**src/rtl/csa_accumulator.sv**
```systemverilog
// csa_accumulator: carry-save operand accumulator feeding a downstream carry-propagate adder
module csa_accumulator #(
  parameter int N = 8,
  parameter int LW = 4
) (
  input  logic          clk,
  input  logic          rst,
  input  logic          start,
  input  logic [LW-1:0] len,
  input  logic [N-1:0]  in_data,
  input  logic          in_valid,
  output logic          in_ready,
  output logic [N-1:0]  a_out,
  output logic [N-1:0]  b_out,
  output logic          cin_out,
  output logic          add_en,
  output logic          ovf,
  output logic          busy,
  output logic          done
);
  typedef enum logic [1:0] {IDLE, ACCUM, FLUSH, DONE} state_t;
  state_t state, next;
  logic [LW-1:0] cnt;
  logic [N-1:0] maj;
  logic hs;
  assign hs = state == ACCUM && in_valid;
  assign maj = a_out & b_out | a_out & in_data | b_out & in_data;
  assign in_ready = state == ACCUM;
  assign add_en = state == FLUSH;
  assign done = state == DONE;
  assign busy = state != IDLE;
  assign cin_out = 1'b0;
  always_comb begin
    next = state;
    case (state)
      IDLE:  next = start ? (len != '0 ? ACCUM : FLUSH) : IDLE;
      ACCUM: next = hs && cnt == LW'(1) ? FLUSH : ACCUM;
      FLUSH: next = DONE;
      default: next = IDLE;
    endcase
  end
  always_ff @(posedge clk) begin
    if (rst) begin
      state <= IDLE;
      a_out <= '0;
      b_out <= '0;
      ovf <= 1'b0;
      cnt <= '0;
    end else begin
      state <= next;
      if (state == IDLE && start) begin
        a_out <= '0;
        b_out <= '0;
        ovf <= 1'b0;
        cnt <= len;
      end else if (hs) begin
        a_out <= a_out ^ b_out ^ in_data;
        b_out <= {maj[N-2:0], 1'b0};
        ovf <= ovf | maj[N-1];
        cnt <= cnt - LW'(1);
      end
    end
  end
endmodule

```
**config.mk**
```make
export PLATFORM = sky130hd
export DESIGN_NAME = csa_accumulator
export DESIGN_NICKNAME = d
export VERILOG_FILES = /design/src/rtl/csa_accumulator.sv
export SDC_FILE = /design/constraint.sdc
export NUM_CORES = 1
export LEC_CHECK = 0
export BUFFER_PORTS_ARGS = -buffer_cell sky130_fd_sc_hd__clkbuf_2
export CELL_PAD_IN_SITES_DETAIL_PLACEMENT = 1
export CELL_PAD_IN_SITES_GLOBAL_PLACEMENT = 2
export CORE_ASPECT_RATIO = 0.5
export CORE_MARGIN = 2
export CORE_UTILIZATION = 32
export CTS_BUF_LIST = sky130_fd_sc_hd__clkbuf_4 sky130_fd_sc_hd__clkbuf_8
export CTS_CLUSTER_DIAMETER = 150
export DETAILED_ROUTE_END_ITERATION = 8
export PLACE_DENSITY = 0.82
export SYNTH_ARGS = -nofsm -noshare
export SYNTH_HDL_FRONTEND = slang
export SYNTH_SLANG_ARGS = --single-unit
export TNS_END_PERCENT = 20
```
**constraint.sdc**
```tcl
create_clock -name clk -period 4.3 [get_ports clk]
set_clock_uncertainty 0.2 [all_clocks]
set_input_delay 0.43 -clock clk [delete_from_list [all_inputs] [get_ports clk]]
set_output_delay 0.43 -clock clk [all_outputs]
set_load 0.005 [all_outputs]
```
Word level (Yosys, flattened, before mapping)
Cells that the tools add are included.
{ "classes": {"add_sub_neg": 1, "eq_ne": 4, "muxes": 6, "n_bitwise": 8, "reduce_logical": 8} }
{ "op_table": {"columns": ["op", "count"], "rows": [
  ["$and 8x8->8", 3],
  ["$or 8x8->8", 2],
  ["$xor 8x8->8", 2],
  ["$mux 4", 2],
  ["$mux 2", 3],
  ["$pmux 2 s3", 1],
  ["$eq 2x2->1 const B", 2],
  ["$eq 4x1->1 const B", 1],
  ["$reduce_bool 2->1", 2],
  ["$reduce_bool 4->1", 1],
  ["$sub 4x1->4 const B", 1],
  ["$logic_and 1x1->1", 3],
  ["$eq 2x1->1 const B", 1],
  ["$logic_not 2->1", 1],
  ["$reduce_or 2->1", 1],
  ["$or 1x1->1", 1]
]} }
{ "word_totals": {"reg_bits": 22, "in_bits": 16, "out_inout_bits": 22} }

Logic depth before layout (Yosys ltp)
{ "logic_depth": {"ltp_word": 5, "depth_mapped": 6} }

Least setup slack after synthesis
OpenSTA, ideal clock, no wires.
{ "synth_timing": {"path_type": "input -> register", "start": "input port start", "end": "register a_out[2]", "setup_time_ns": 0.116, "arrival_ns": 1.151, "setup_slack_ns": 2.833, "path_stages": 5, "cell_sequence": "or3b_4 -> nand2b_2 -> buf_6 -> buf_8 -> a21oi_1"} }
{ "synth_between": {"elab_chain_cells": 2} }
{ "synth_rtl": {"columns": ["item", "line", "text"], "rows": [
  ["start, declared", "8", "input logic start,"],
  ["$logic_and 1x1->1", "51", "if (state == IDLE && start) begin"],
  ["$reduce_or 2->1 (no source line)", null, null],
  ["end signal, assigned", "57", "a_out <= a_out ^ b_out ^ in_data;"],
  ["end, declared", "13", "output logic [N-1:0] a_out,"]
]} }
Every way passes these cells.
A chain may end at the register's enable or synchronous reset.

Worst setup path in the final report
{ "layout_timing": {"start": "register state[0]", "end": "output port in_ready"} }
{ "layout_between": {"elab_chain_cells": 1} }
{ "layout_rtl": {"columns": ["item", "line", "text"], "rows": [
  ["start, declared", "22", "state_t state, next;"],
  ["start signal, assigned", "50", "state <= next;"],
  ["$eq 2x1->1", "28", "assign in_ready = state == ACCUM;"],
  ["end, declared", "12", "output logic in_ready,"]
]} }
Every way passes these cells.

==> flow_results.xml <==
<?xml version="1.0" encoding="UTF-8"?>
<metrics>
  <group name="outcome">
    <metric name="run_status" unit="">complete, no violations</metric>
  </group>
  <group name="timing">
    <metric name="rsz0062_at_grt" unit="">false</metric>
    <metric name="timing.final.hold_violations" unit="">0</metric>
    <metric name="finalCritPeriodShare" unit="%">40.2</metric>
    <metric name="tns" unit="ns">0</metric>
    <metric name="post-route-min-period" unit="ns">1.73</metric>
    <metric name="slew_headroom" unit="%">66.0</metric>
    <metric name="hold_slack" unit="ns">0.230</metric>
    <metric name="timing_limited_maximum_frequency" unit="GHz">0.579</metric>
    <metric name="worst_pin_slew" unit="ns">0.509</metric>
    <metric name="final_max_slew_viol_count" unit="">0</metric>
    <metric name="finalSetupViolations" unit="">0</metric>
  </group>
  <group name="worst_setup_path">
    <metric name="required" unit="ns">3.67</metric>
    <metric name="cpPeakStageDelay" unit="ns">0.53</metric>
    <metric name="cp-start-kind" unit="">register</metric>
    <metric name="r2r_setup_slack" unit="ns">2.68</metric>
    <metric name="crit_path_launch" unit="">state[0]$_SDFF_PP0_</metric>
    <metric name="cp_cell_sequence" unit="">and2b_1, clkbuf_2</metric>
    <metric name="critPathMaxFanout" unit="">11</metric>
    <metric name="critPathCaptureType" unit="">primary output</metric>
    <metric name="critPathArrivalTime" unit="ns">1.10</metric>
    <metric name="cp_slowest_cell" unit="">sky130_fd_sc_hd__dfxtp_1</metric>
    <metric name="critPathKind" unit="">register to primary output</metric>
    <metric name="r2r-start" unit="">state[0]$_SDFF_PP0_</metric>
  </group>
  <group name="min_path">
    <metric name="timing.hold.worst.class" unit="">input pin to register</metric>
    <metric name="startpoint_of_the_most_critical_hold_path" unit="">rst</metric>
  </group>
  <group name="finish">
    <metric name="nFillCells" unit="">429</metric>
    <metric name="layout_commonest_cell" unit="">sky130_fd_sc_hd__clkbuf_2</metric>
    <metric name="finalNetCount" unit="">182</metric>
    <metric name="insertedDiodeCount" unit="">0</metric>
    <metric name="area_growth" unit="%">18.0</metric>
    <metric name="layout_common_cells" unit="">35 x sky130_fd_sc_hd__clkbuf_2, 30 x sky130_fd_sc_hd__nand2_1, 22 x sky130_fd_sc_hd__a21oi_1, 22 x sky130_fd_sc_hd__dfxtp_1, 7 x sky130_fd_sc_hd__fa_1</metric>
    <metric name="final_core_utilization" unit="%">39.2</metric>
    <metric name="share_of_cells_above_drive_strength_1" unit="%">27.9</metric>
    <metric name="final_cell_count_no_fill" unit="">205</metric>
  </group>
  <group name="clock_network">
    <metric name="post_cts_resized" unit="">0</metric>
    <metric name="cts_htree_levels" unit="">1</metric>
    <metric name="clockBufferDepth" unit="">2</metric>
    <metric name="clock_sink_count" unit="">22</metric>
    <metric name="path_clk_slew" unit="ns">0.08</metric>
    <metric name="worst_skew_pair.late_latency" unit="ns">0.26</metric>
    <metric name="ctsRootBufferMaster" unit="">sky130_fd_sc_hd__clkbuf_8</metric>
    <metric name="post_cts_hold_buffer_count" unit="">0</metric>
    <metric name="cts.repair_timing.setup_buffer_count" unit="">0</metric>
    <metric name="tritoncts.num_buffers" unit="">3</metric>
    <metric name="cts_tree" unit="">done</metric>
  </group>
  <group name="place">
    <metric name="detailedPlacementHpwl" unit="µm">1850</metric>
    <metric name="io_buffers" unit="">35</metric>
    <metric name="globalplace.congestion" unit="">0.690</metric>
    <metric name="dp.cells" unit="">202</metric>
  </group>
  <group name="power_and_ir_drop">
    <metric name="power.share.clock" unit="%">31.2</metric>
    <metric name="p_leak" unit="nW">0.566</metric>
    <metric name="pwr-share-seq" unit="%">54.1</metric>
    <metric name="p_sw_share" unit="%">26.3</metric>
    <metric name="total_power" unit="µW">408</metric>
    <metric name="power.share.combinational" unit="%">14.7</metric>
    <metric name="p_int" unit="µW">301</metric>
    <metric name="pwr_density_cell" unit="nW/µm²">304</metric>
    <metric name="peakVddDrop" unit="mV">0.102</metric>
    <metric name="switching_power" unit="µW">107</metric>
  </group>
  <group name="synthesis">
    <metric name="yosys.cell_types.count" unit="">33</metric>
    <metric name="synth_top_area_share" unit="%">38.8</metric>
    <metric name="post_synth_inst_count" unit="">124</metric>
    <metric name="ys_seq_elements" unit="">22</metric>
    <metric name="synth_area_leader_cell" unit="">sky130_fd_sc_hd__dfxtp_1</metric>
    <metric name="yosys_warnings" unit="">0</metric>
    <metric name="synth-seq-area-share" unit="%">38.8</metric>
    <metric name="synthesis.area" unit="µm²">1140</metric>
    <metric name="synth_area_per_cell" unit="µm²">9.16</metric>
    <metric name="synth_area_leaders" unit="">sky130_fd_sc_hd__dfxtp_1 39%, sky130_fd_sc_hd__fa_1 12%, sky130_fd_sc_hd__nand2_1 9.9%, sky130_fd_sc_hd__a21oi_1 9.7%, sky130_fd_sc_hd__buf_4 3.3%</metric>
  </group>
  <group name="routing">
    <metric name="vias" unit="">951</metric>
    <metric name="drt-initial-drc-count" unit="">24</metric>
    <metric name="pre_repair_dr_iteration_count" unit="">4</metric>
    <metric name="wire_per_inst" unit="µm">12.2</metric>
    <metric name="antenna_left" unit="">0</metric>
    <metric name="drc_errors" unit="">0</metric>
    <metric name="total_wirelength" unit="µm">2500</metric>
    <metric name="ratio_of_routed_vias_to_standard_cells" unit="">4.64</metric>
  </group>
  <group name="grt">
    <metric name="antenna_found_initial" unit="">0</metric>
    <metric name="grt_max_degree" unit="">20</metric>
    <metric name="first_global_vias" unit="">959</metric>
    <metric name="globalRouteOverflowTotal" unit="">0</metric>
    <metric name="track_usage" unit="%">13.5</metric>
    <metric name="grt_first_pass_wirelength" unit="µm">4220</metric>
  </group>
  <group name="floorplan">
    <metric name="die_height" unit="µm">46.1</metric>
    <metric name="placementRows" unit="">15</metric>
    <metric name="dieArea" unit="µm²">4070</metric>
    <metric name="core" unit="µm²">3420</metric>
    <metric name="initial_utilization" unit="%">33.3</metric>
    <metric name="ios" unit="">38</metric>
    <metric name="die_width" unit="µm">88.3</metric>
  </group>
  <group name="flow_run">
    <metric name="max_capacitance_violation_count" unit="">0</metric>
  </group>
</metrics>
==> stage by stage <==
stage	cell area [µm²]	setup WS (ns)
4_1_cts	1340	2.56
5_1_grt	1340	2.47
3_5_place_dp	1300	2.62
6_report	1340	2.57
3_3_place_gp	1300	2.66
2_1_floorplan	1140	2.83
==> synth_stat cells, drive strengths merged <==
library cell	count
buf	9
conb	1
and2b	1
nand4b	1
nor4	2
and3b	1
o211ai	1
dfxtp	22
fa	7
ha	3
nand3	3
nand2	30
a211oi	1
nand2b	2
a21oi	22
nor2	2
nor4bb	1
a2bb2oi	2
or3	1
nand3b	2
inv	3
nor3b	1
nor2b	1
o21a	1
and2	1
or3b	1
a22oi	2
==> layout make-up <==
cell class	instances	area (µm²)	share of cell area, %
multi-input cells	91	608	45.4
repair buffers	35	175	13.1
well taps	51	63.8	4.76
clock buffers	3	41.3	3.08
inverters	3	11.3	0.840
flip-flops and latches	22	440	32.9
==> routing by layer <==
layer	wire (µm)	global-route usage (%)	vias up	share of wire [%]
li1	-	-	475	-
met1	1210	17.1	455	48
met2	1180	23.6	21	47
met3	109	3.23	0	4.4
met4	0	3.64	0	0
met5	0	0	-	0
==> power by group through the flow <==
stage	logic (mW)	registers [mW]	clock network (mW)
6_report	0.0601	0.221	0.127
5_1_grt	0.0692	0.222	0.138
4_1_cts	0.0614	0.221	0.131
3_5_place_dp	0.0612	0.226	0
3_3_place_gp	0.0601	0.225	0
2_1_floorplan	0.0473	0.222	0
==> flip-flops by register name, indices dropped and copies added, names as in the netlist <==
| register | cells |
|---|---|
| ovf | 1 |
| state | 2 |
| b_out | 7 |
| cnt | 4 |
| a_out | 8 |
==> kinds of logic (layout without fill, tap and decap cells) <==
kind of cell,count (synthesis),count (layout),synth area share [%]
flip-flops,22,22,38.8
adder cells (fa/ha/maj),10,10,15.6
AND/OR/NAND/NOR,50,50,22.7
buffers and inverters,12,41,8.04
AO/OA/AOI/OAI,29,29,14.5
other,1,2,0.330
==> path summary, 6_finish.rpt <==
path,endpoint,cells after the start
max,in_ready,2
min,cnt[1]$_SDFFE_PP0P_,2
max reg2reg,cnt[3]$_SDFFE_PP0P_,3
min reg2reg,ovf$_SDFFE_PP0P_,2
==> critical path, delay by kind of cell (launching register included) <==
family / cells / cell delay, ns
flip-flops: 1 / 0.53
buffers and inverters: 1 / 0.11
AND/OR/NAND/NOR: 1 / 0.20
Power figures use the tool's default switching activity.
